## src/rtl/shifter_pkg.sv

```systemverilog
// shifter_pkg: shift encodings, FSM states and the effective-amount / initial-carry rule
package shifter_pkg;

    typedef enum logic [1:0] {SH_LSL = 2'b00, SH_LSR = 2'b01, SH_ASR = 2'b10, SH_ROR = 2'b11} sh_e;
    typedef enum logic {S_IDLE = 1'b0, S_SHIFT = 1'b1} state_e;
    typedef enum logic [1:0] {C_KEEP = 2'b00, C_LSB = 2'b01, C_MSB = 2'b10} csrc_e;

    typedef struct packed {
        int unsigned eff;
        csrc_e       csrc;
        logic        rrx;
    } init_t;

    // RRX is resolved at acceptance, so it reports eff=0 and leaves one plain SHIFT cycle
    function automatic init_t calc_init(input logic [1:0] sh, input logic reg_shift,
                                        input int unsigned n, input int unsigned width);
        init_t r;
        r.eff  = 0;
        r.csrc = C_KEEP;
        r.rrx  = 1'b0;
        if (n == 0 && !reg_shift) begin
            if (sh == SH_LSR || sh == SH_ASR) r.eff = width;
            else if (sh == SH_ROR) begin
                r.rrx  = 1'b1;
                r.csrc = C_LSB;
            end
        end else if (n != 0) begin
            if (sh == SH_LSL || sh == SH_LSR) r.eff = (n > width + 1) ? width + 1 : n;
            else if (sh == SH_ASR) r.eff = (n > width) ? width : n;
            else begin
                r.eff  = n % width;
                r.csrc = (r.eff == 0) ? C_MSB : C_KEEP;
            end
        end
        return r;
    endfunction

endpackage

```

## src/rtl/shifter_iter_shift_step.sv

```systemverilog
// shift_step: combinational shift of a word by 0..STEP bits, with the last bit shifted out
module shift_step
    import shifter_pkg::*;
#(
    parameter int WIDTH = 32,
    parameter int STEP  = 4,
    parameter int KW    = $clog2(STEP + 1)
) (
    input  logic [WIDTH-1:0] val,
    input  logic [KW-1:0]    k,
    input  logic [1:0]       sh,
    output logic [WIDTH-1:0] res,
    output logic             cout
);

    logic [WIDTH:0]   l, r, a;
    logic [WIDTH-1:0] o;

    // one guard bit on the outgoing side captures the last bit shifted out
    assign l = {1'b0, val} << k;
    assign r = {val, 1'b0} >> k;
    assign a = $signed({val, 1'b0}) >>> k;
    assign o = (val >> k) | (val << (WIDTH - int'(k)));

    always_comb begin
        res  = (sh == SH_LSL) ? l[WIDTH-1:0] : (sh == SH_LSR) ? r[WIDTH:1] :
               (sh == SH_ASR) ? a[WIDTH:1] : o;
        cout = (sh == SH_LSL) ? l[WIDTH] : (sh == SH_LSR) ? r[0] :
               (sh == SH_ASR) ? a[0] : o[WIDTH-1];
    end

endmodule

```

## src/rtl/shifter_iter.sv

```systemverilog
// shifter_iter: multi-cycle ARM barrel shifter, up to STEP bits per cycle with start/busy/done handshake
module shifter_iter
    import shifter_pkg::*;
#(
    parameter int WIDTH = 32,
    parameter int AMT_W = 8,
    parameter int STEP  = 4
) (
    input  logic             CLK,
    input  logic             RESET,
    input  logic             Start,
    input  logic [1:0]       Sh,
    input  logic             RegShift,
    input  logic [AMT_W-1:0] Amt,
    input  logic [WIDTH-1:0] ShIn,
    input  logic             C_in,
    output logic [WIDTH-1:0] ShOut,
    output logic             CarryOut,
    output logic             Busy,
    output logic             Done
);

    localparam int CW = $clog2(WIDTH + 2);
    localparam int KW = $clog2(STEP + 1);

    state_e           state_q, state_d;
    logic [WIDTH-1:0] work_q, work_d, step_res;
    logic [CW-1:0]    rem_q, rem_d;
    logic [1:0]       sh_q, sh_d;
    logic             carry_q, carry_d, done_q, done_d, step_c;
    logic             busy, accept, last;
    logic [KW-1:0]    k;
    int unsigned      n;
    init_t            ini;

    assign busy   = state_q == S_SHIFT;
    assign accept = Start && !busy;
    assign last   = rem_q <= CW'(STEP);
    assign k      = (rem_q >= CW'(STEP)) ? KW'(STEP) : KW'(rem_q);
    assign n      = RegShift ? 32'(Amt) : 32'(Amt[4:0]);
    assign ini    = calc_init(Sh, RegShift, n, WIDTH);

    shift_step #(.WIDTH(WIDTH), .STEP(STEP), .KW(KW)) u_step (
        .val (work_q),
        .k   (k),
        .sh  (sh_q),
        .res (step_res),
        .cout(step_c)
    );

    always_ff @(posedge CLK) begin
        if (RESET) begin
            state_q <= S_IDLE;
            work_q  <= '0;
            carry_q <= 1'b0;
            rem_q   <= '0;
            sh_q    <= SH_LSL;
            done_q  <= 1'b0;
        end else begin
            state_q <= state_d;
            work_q  <= work_d;
            carry_q <= carry_d;
            rem_q   <= rem_d;
            sh_q    <= sh_d;
            done_q  <= done_d;
        end
    end

    always_comb begin
        state_d = accept ? S_SHIFT : (busy && last) ? S_IDLE : state_q;
    end

    always_comb begin
        work_d   = accept ? (ini.rrx ? {C_in, ShIn[WIDTH-1:1]} : ShIn) : busy ? step_res : work_q;
        carry_d  = accept ? ((ini.csrc == C_LSB) ? ShIn[0] : (ini.csrc == C_MSB) ? ShIn[WIDTH-1] : C_in) :
                   (busy && k != '0) ? step_c : carry_q;
        rem_d    = accept ? CW'(ini.eff) : busy ? rem_q - CW'(k) : rem_q;
        sh_d     = accept ? Sh : sh_q;
        done_d   = busy && last;
        ShOut    = work_q;
        CarryOut = carry_q;
        Busy     = busy;
        Done     = done_q;
    end

endmodule
```

## config.mk

```make
export PLATFORM = sky130hd
export DESIGN_NAME = shifter_iter
export DESIGN_NICKNAME = d
export VERILOG_FILES = /design/src/rtl/shifter_pkg.sv /design/src/rtl/shifter_iter_shift_step.sv /design/src/rtl/shifter_iter.sv
export SDC_FILE = /design/constraint.sdc
export NUM_CORES = 1
export LEC_CHECK = 0
export BUFFER_PORTS_ARGS = -buffer_cell sky130_fd_sc_hd__buf_2
export CORE_MARGIN = 3
export CORE_UTILIZATION = 40
export CTS_BUF_LIST = sky130_fd_sc_hd__clkbuf_8
export CTS_CLUSTER_SIZE = 30
export DETAILED_ROUTE_END_ITERATION = 10
export SLEW_MARGIN = 20
export SYNTH_ARGS = -nofsm -noshare
export SYNTH_HDL_FRONTEND = slang
export SYNTH_SLANG_ARGS = --single-unit
```

## constraint.sdc

```tcl
create_clock -name CLK -period 5.6 [get_ports CLK]
set_input_delay 0.56 -clock CLK [delete_from_list [all_inputs] [get_ports CLK]]
set_output_delay 0.56 -clock CLK [all_outputs]
set_load 0.005 [all_outputs]
```

# Word-level counts from Yosys, hierarchy flattened
# Index checks and enable logic that the tools add are counted.
# word_totals
input_bits	47
ff_bits	43
wordCells	74
out_inout_bits	35
# classes
n_eq_ne	7
bitwise_logic	1
magnitude_cmp	4
n_reduce_logical	17
muxes	32
add_sub_neg	2
shift	5
# ops
operator	n
$mux 32	6
$logic_not 32->1	2
$mux 6	7
$shl 32x3->33	1
$shr 33x3->33	1
$sshr 33x3->33	1
$or 32x32->32	1
$reduce_bool 32->1	1
$shl 32x32->32	1
$shr 32x3->32	1
$mux 8	3
$gt 8x6->1 const B	2
$mux 1	10
$eq 2x2->1 const B	4
$mux 2	4
$sub 6x3->7 const A	1
$eq 2x1->1 const B	3
$ge 6x3->1 const B	1
$le 6x3->1 const B	1
$mux 3	2
$reduce_bool 2->1	3
$sub 6x3->6	1
$logic_and 1x1->1	4
$logic_not 2->1	2
3 further kinds	5

# Depth between registers and ports, before layout
# depth
word_depth	11
mapped_depth	17
mapped_depth_nobuf	11

# Modules after synthesis
# From an unflattened synthesis, not the netlist that was laid out.
# unflattened
hier_cells	845
hier_area_um2	6442.4
# by_module_without_submodules
mod	area_each_um2	seq_area_each_um2	cells_each	n_inst
shift_step	3882.5	0.0	513	1
shifter_iter	2560.0	860.8	332	1

# Worst setup path before layout
# OpenSTA, ideal clock, no wires.
# synth_timing
path_type	register to register
start	register rem_q[3]
end	register carry_q, in the netlist CarryOut
n_path_buf	6
path_slack_ns	1.837
period_less_slack_ns	3.763
setup_ns	0.116
arrival_time_ns	3.646
stages_incl_launch_ff	15
required_ns	5.484
cell_sequence	dfxtp_1 -> or4_1 -> buf_2 -> nor2_2 -> inv_1 -> clkbuf_1 -> buf_2 -> ha_1 -> clkbuf_1 -> inv_1 -> clkbuf_1 -> buf_1 -> nor3_1 -> or4_1 -> o211a_1
# synth_via
elab_chain_len	10
word_cells_on_any_way	17
cone_classes	add/sub: 1; order compare: 1; shift: 5; mux: 6; bitwise: 1; reduce/logical: 3
# synth_rtl
element	line	source
from (decl)	shifter_iter.sv:28	logic [CW-1:0] rem_q, rem_d;
from (signal assigned)	shifter_iter.sv:63	rem_q <= rem_d;
$ge 6x3->1 (*)	shifter_iter.sv:39	assign k = (rem_q >= CW'(STEP)) ? KW'(STEP) : KW'(rem_q);
$mux 3 (*)	shifter_iter.sv:39	
$sub 6x3->7	shifter_iter_shift_step.sv:23	assign o = (val >> k) | (val << (WIDTH - int'(k)));
$shl 32x32->32	shifter_iter_shift_step.sv:23	
$or 32x32->32	shifter_iter_shift_step.sv:23	
$mux 1	shifter_iter_shift_step.sv:29	(sh == SH_ASR) ? a[0] : o[WIDTH-1];
$mux 1 (2 in a row)	shifter_iter_shift_step.sv:28	cout = (sh == SH_LSL) ? l[WIDTH] : (sh == SH_LSR) ? r[0] :
$mux 1	shifter_iter.sv:76	(busy && k != '0) ? step_c : carry_q;
$mux 1	shifter_iter.sv:75	carry_d = accept ? ((ini.csrc == C_LSB) ? ShIn[0] : (ini.csrc == C_MSB) ? ShIn[WIDTH-1] : C_in) :
to (signal assigned)	shifter_iter.sv:62	carry_q <= carry_d;
to (decl)	shifter_iter.sv:30	logic carry_q, carry_d, done_q, done_d, step_c;
# Every way passes the cells marked *; elsewhere a longest branch is shown, timed or not. The select of a mux whose other input is x is not followed.
# A chain may end at the register's enable or synchronous reset.

# Worst setup path after layout
# layout_timing
start	register rem_q[2]
end	register work_q[14], in the netlist ShOut[14]
# layout_via
elab_chain_len	10
word_cells_on_any_way	14
cone_classes	add/sub: 1; order compare: 1; shift: 5; mux: 6; bitwise: 1
# layout_rtl
element	line	source
$ge 6x3->1	shifter_iter.sv:39	
$mux 3 (*)	shifter_iter.sv:39	
$sub 6x3->7	shifter_iter_shift_step.sv:23	
$shl 32x32->32	shifter_iter_shift_step.sv:23	
$or 32x32->32	shifter_iter_shift_step.sv:23	
$mux 32	shifter_iter_shift_step.sv:27	(sh == SH_ASR) ? a[WIDTH:1] : o;
$mux 32	shifter_iter_shift_step.sv:26	res = (sh == SH_LSL) ? l[WIDTH-1:0] : (sh == SH_LSR) ? r[WIDTH:1] :
$mux 32 (*)	shifter_iter_shift_step.sv:26	
$mux 32 (*) (2 in a row)	shifter_iter.sv:74	work_d = accept ? (ini.rrx ? {C_in, ShIn[WIDTH-1:1]} : ShIn) : busy ? step_res : work_q;
to (signal assigned)	shifter_iter.sv:61	work_q <= work_d;
to (decl)	shifter_iter.sv:27	logic [WIDTH-1:0] work_q, work_d, step_res;
# Marked as above.

==> metrics.cfg <==
[status]
outcome = finished, final reports clean

[logic_synthesis]
synth_xor_area_share_pct = 0.813
synth_fa_ha_area_share_pct = 1.55
synthFlopType = dfxtp_1
yosysUniqueCellTypes = 75
synth_top_family_by_area = compound AO/OA/AOI/OAI gates
syn-instance-count = 901
synth_edf_count = 0
synth_mux_area_share_pct = 17.7
synth_area_per_cell_um2 = 7.01
synth_area_um2 = 6310
ys_top_cells_by_area = dfxtp_1 (14%), mux4_2 (11%), nand2_1 (9.1%), a21oi_1 (4.7%), clkbuf_1 (4.3%)
yosysTopAreaCell = dfxtp_1
yosysTopAreaCellShare_pct = 13.6
seq_area_frac_synth_pct = 13.6
synthSimpleGateAreaFrac_pct = 24.9
ys_ff_latch = 43
ys_warn_count = 0
synth_compound_area_share_pct = 33.1
synth_fp_nets = 955
synthArstFlopShare_pct = 0

[drt]
dr.max_layer_used = met4
drt-met1-wl_um = 12300
totalWireLength_um = 30600
met3WireLength_um = 4840
viasPerCell = 7.07
drt_first_iter_violations = 1194
drc_errors = 0
wl_per_cell_um = 27.5
drtPass1Iterations = 6
via_count = 7886
drtAntennaViolNets = 0
wl_met2_um = 12400

[cts]
root_buffer = clkbuf_8
h-tree-depth = 2
cts.repair.resized = 0
clk_pin_slew_ps = 110
clock-sinks = 43
cts_buffers = 5
cts_tree = yes
clk_path_buf_depth = 2
clk_latency_ps = 340
postCtsHoldBufs = 0
post_cts_buffers = 0

[setup_path]
cp.depth = 10
critPathCapture = ShOut[14]$_SDFFE_PP0P_
cp_max_fo = 51
crit_required_ps = 5860
path_buf_inv = 2
cpPeakStageDelay_ps = 860
worst_setup_path_start_kind = register
crit_start = rem_q[2]$_SDFFE_PP0P_
r2r_end = ShOut[14]$_SDFFE_PP0P_
end_kind = register
criticalPathCategory = register to register
setup.reg_to_reg.worst_slack_ps = 1010
slowest_stage = nor3_1
worstPathArrival_ps = 4850
r2r-start = rem_q[2]$_SDFFE_PP0P_
crit_family = simple AND/OR/NAND/NOR gates
path_cells = nand2b_1 -> nor2_8 -> inv_6 -> ha_1 -> ha_1 -> inv_1 -> nor3_1 -> o211ai_1 -> a31o_2 -> a211oi_1
r2r.worst_path.cells = 10
cp_common_cell = ha_1

[pwr]
ir_drop_uv = 105
leakage_nw = 2.63
p_per_area_nw_per_um2 = 270

[finish]
fill_cells = 1651
area_growth_pct = 7.41
stdcell_count = 1115
finalNetCount = 957
mostFrequentLayoutCells = nand2_1 (153), buf_2 (81), nor2_1 (65)
diodes = 0
drive_above_1_share_pct = 18.9
final_common_cell = nand2_1

[sta]
whs_ps = 505
clock_skew_ps = 9.76
tightest_slew_ps = 1020
max_freq_ghz = 0.218
setup_tns_ps = 0
timing.final.crit_share_pct = 82.1
slew_headroom_pct = 31.0
final-setup-viol-count = 0
slew_violations = 0
hold_violations = 0
min_period_ps = 4590
rsz0062_at_grt = no

[placement]
numPlacedInstances = 1107
hpwl_um = 21100
io_buffers = 81
place.gp.congestion = 1.00

[die]
fp.dieArea_um2 = 17300
rows = 45
io_pins = 82
die_w_um = 132
core-area_um2 = 15300
die_y_um = 132
start_util_pct = 41.2

[global_route]
antenna_found_initial = 0
grt_pass1_vias = 6985
grt_pass1_wl_um = 45200
track_usage_pct = 33.7
grt_max_degree = 61
grt_overflow_total = 0

[flow_run]
maxCapViolations = 0

[hold_path]
hold_path.class = primary input to register

## metal layers
layer / GRT usage (%) / up-vias
met5: 0 / -
met4: 10.0 / 0
met3: 13.8 / 101
met2: 47.2 / 671
met1: 47.2 / 3724
li1: - / 3390
## through the flow
stage          utilization, %  instance area [um^2]  power [mW]  setup slack [ps]
6_report                 44.3                  6780        1.83              1010
5_1_grt                  44.3                  6780        1.89               836
4_1_cts                  44.3                  6780        1.76              1120
3_5_place_dp             43.7                  6700        1.54              1130
3_3_place_gp             43.7                  6700        1.56              1160
2_1_floorplan               -                  6310        1.15              1840
## final cells by class
type | count | area (um^2) | area share, %
Sequential cell | 43 | 862 | 12.7
Inverter | 17 | 68.8 | 1.01
Clock buffer | 5 | 68.8 | 1.01
Timing Repair Buffer | 102 | 563 | 8.30
Clock inverter | 3 | 16.3 | 0.240
Tap cell | 211 | 264 | 3.89
Multi-Input combinational cell | 734 | 4940 | 72.8
## logic make-up (layout without fill, tap and decap cells)
family                   Yosys count  count (layout)
AO/OA/AOI/OAI                    306             306
XOR/XNOR                           5               5
adder cells (fa/ha/maj)            8               8
buffers and inverters            124             127
flip-flops                        43              43
multiplexers                      71              71
other                              1               1
AND/OR/NAND/NOR                  343             343
## synthesized netlist by cell type, drive strengths merged (4+ instances only)
library cell and instances:
a2111oi 6, a211o 4, a211oi 17, a21boi 8, a21o 9, a21oi 59, a221o 4, a221oi 7
a22oi 4, a311o 6, a311oi 9, a31oi 30, a32o 6, and2 4, and3 11, buf 34
clkbuf 73, dfxtp 43, ha 7, inv 17, mux2 13, mux2i 27, mux4 31, nand2 153
nand2b 8, nand3 32, nand3b 4, nand4 8, nor2 68, nor2b 5, nor3 21, o2111ai 4
o211ai 26, o21ai 55, o221ai 6, o22ai 8, o311ai 5, o31ai 8, or2 7, or3 9
or4 4, xnor2 4
## flip-flops by register name, indices dropped and copies added (netlist names)
signal,flops
CarryOut,1
ShOut,32
rem_q,6
Busy,1
sh_q,2
Done,1
## where the power goes
group | switching [mW] | internal, mW
Clock | 0.145 | 0.0862
Sequential | 0.147 | 0.345
Combinational | 0.703 | 0.401
## worst reg2reg max path, delay by kind of cell (launching register included)
family,cells,cell delay [ps]
DFF,1,550
AOI/OAI and AO/OA,3,790
and+or+nand+nor,3,1730
buffers and inverters,2,630
adders and majority gates,2,840
## worst min-delay path by stage
stage	start	end	slack, ps	depth (start not counted)
finish	Sh[1]	sh_q[1]$_SDFFE_PP0P_	500	3
global route	Amt[2]	rem_q[2]$_SDFFE_PP0P_	520	3
CTS	Sh[1]	sh_q[1]$_SDFFE_PP0P_	510	3
detailed placement	rem_q[5]$_SDFFE_PP0P_	rem_q[5]$_SDFFE_PP0P_	500	2
global placement	rem_q[5]$_SDFFE_PP0P_	rem_q[5]$_SDFFE_PP0P_	490	2
floorplan	rem_q[5]$_SDFFE_PP0P_	rem_q[5]$_SDFFE_PP0P_	470	2
No activity file was read; power rests on OpenSTA's default activity.
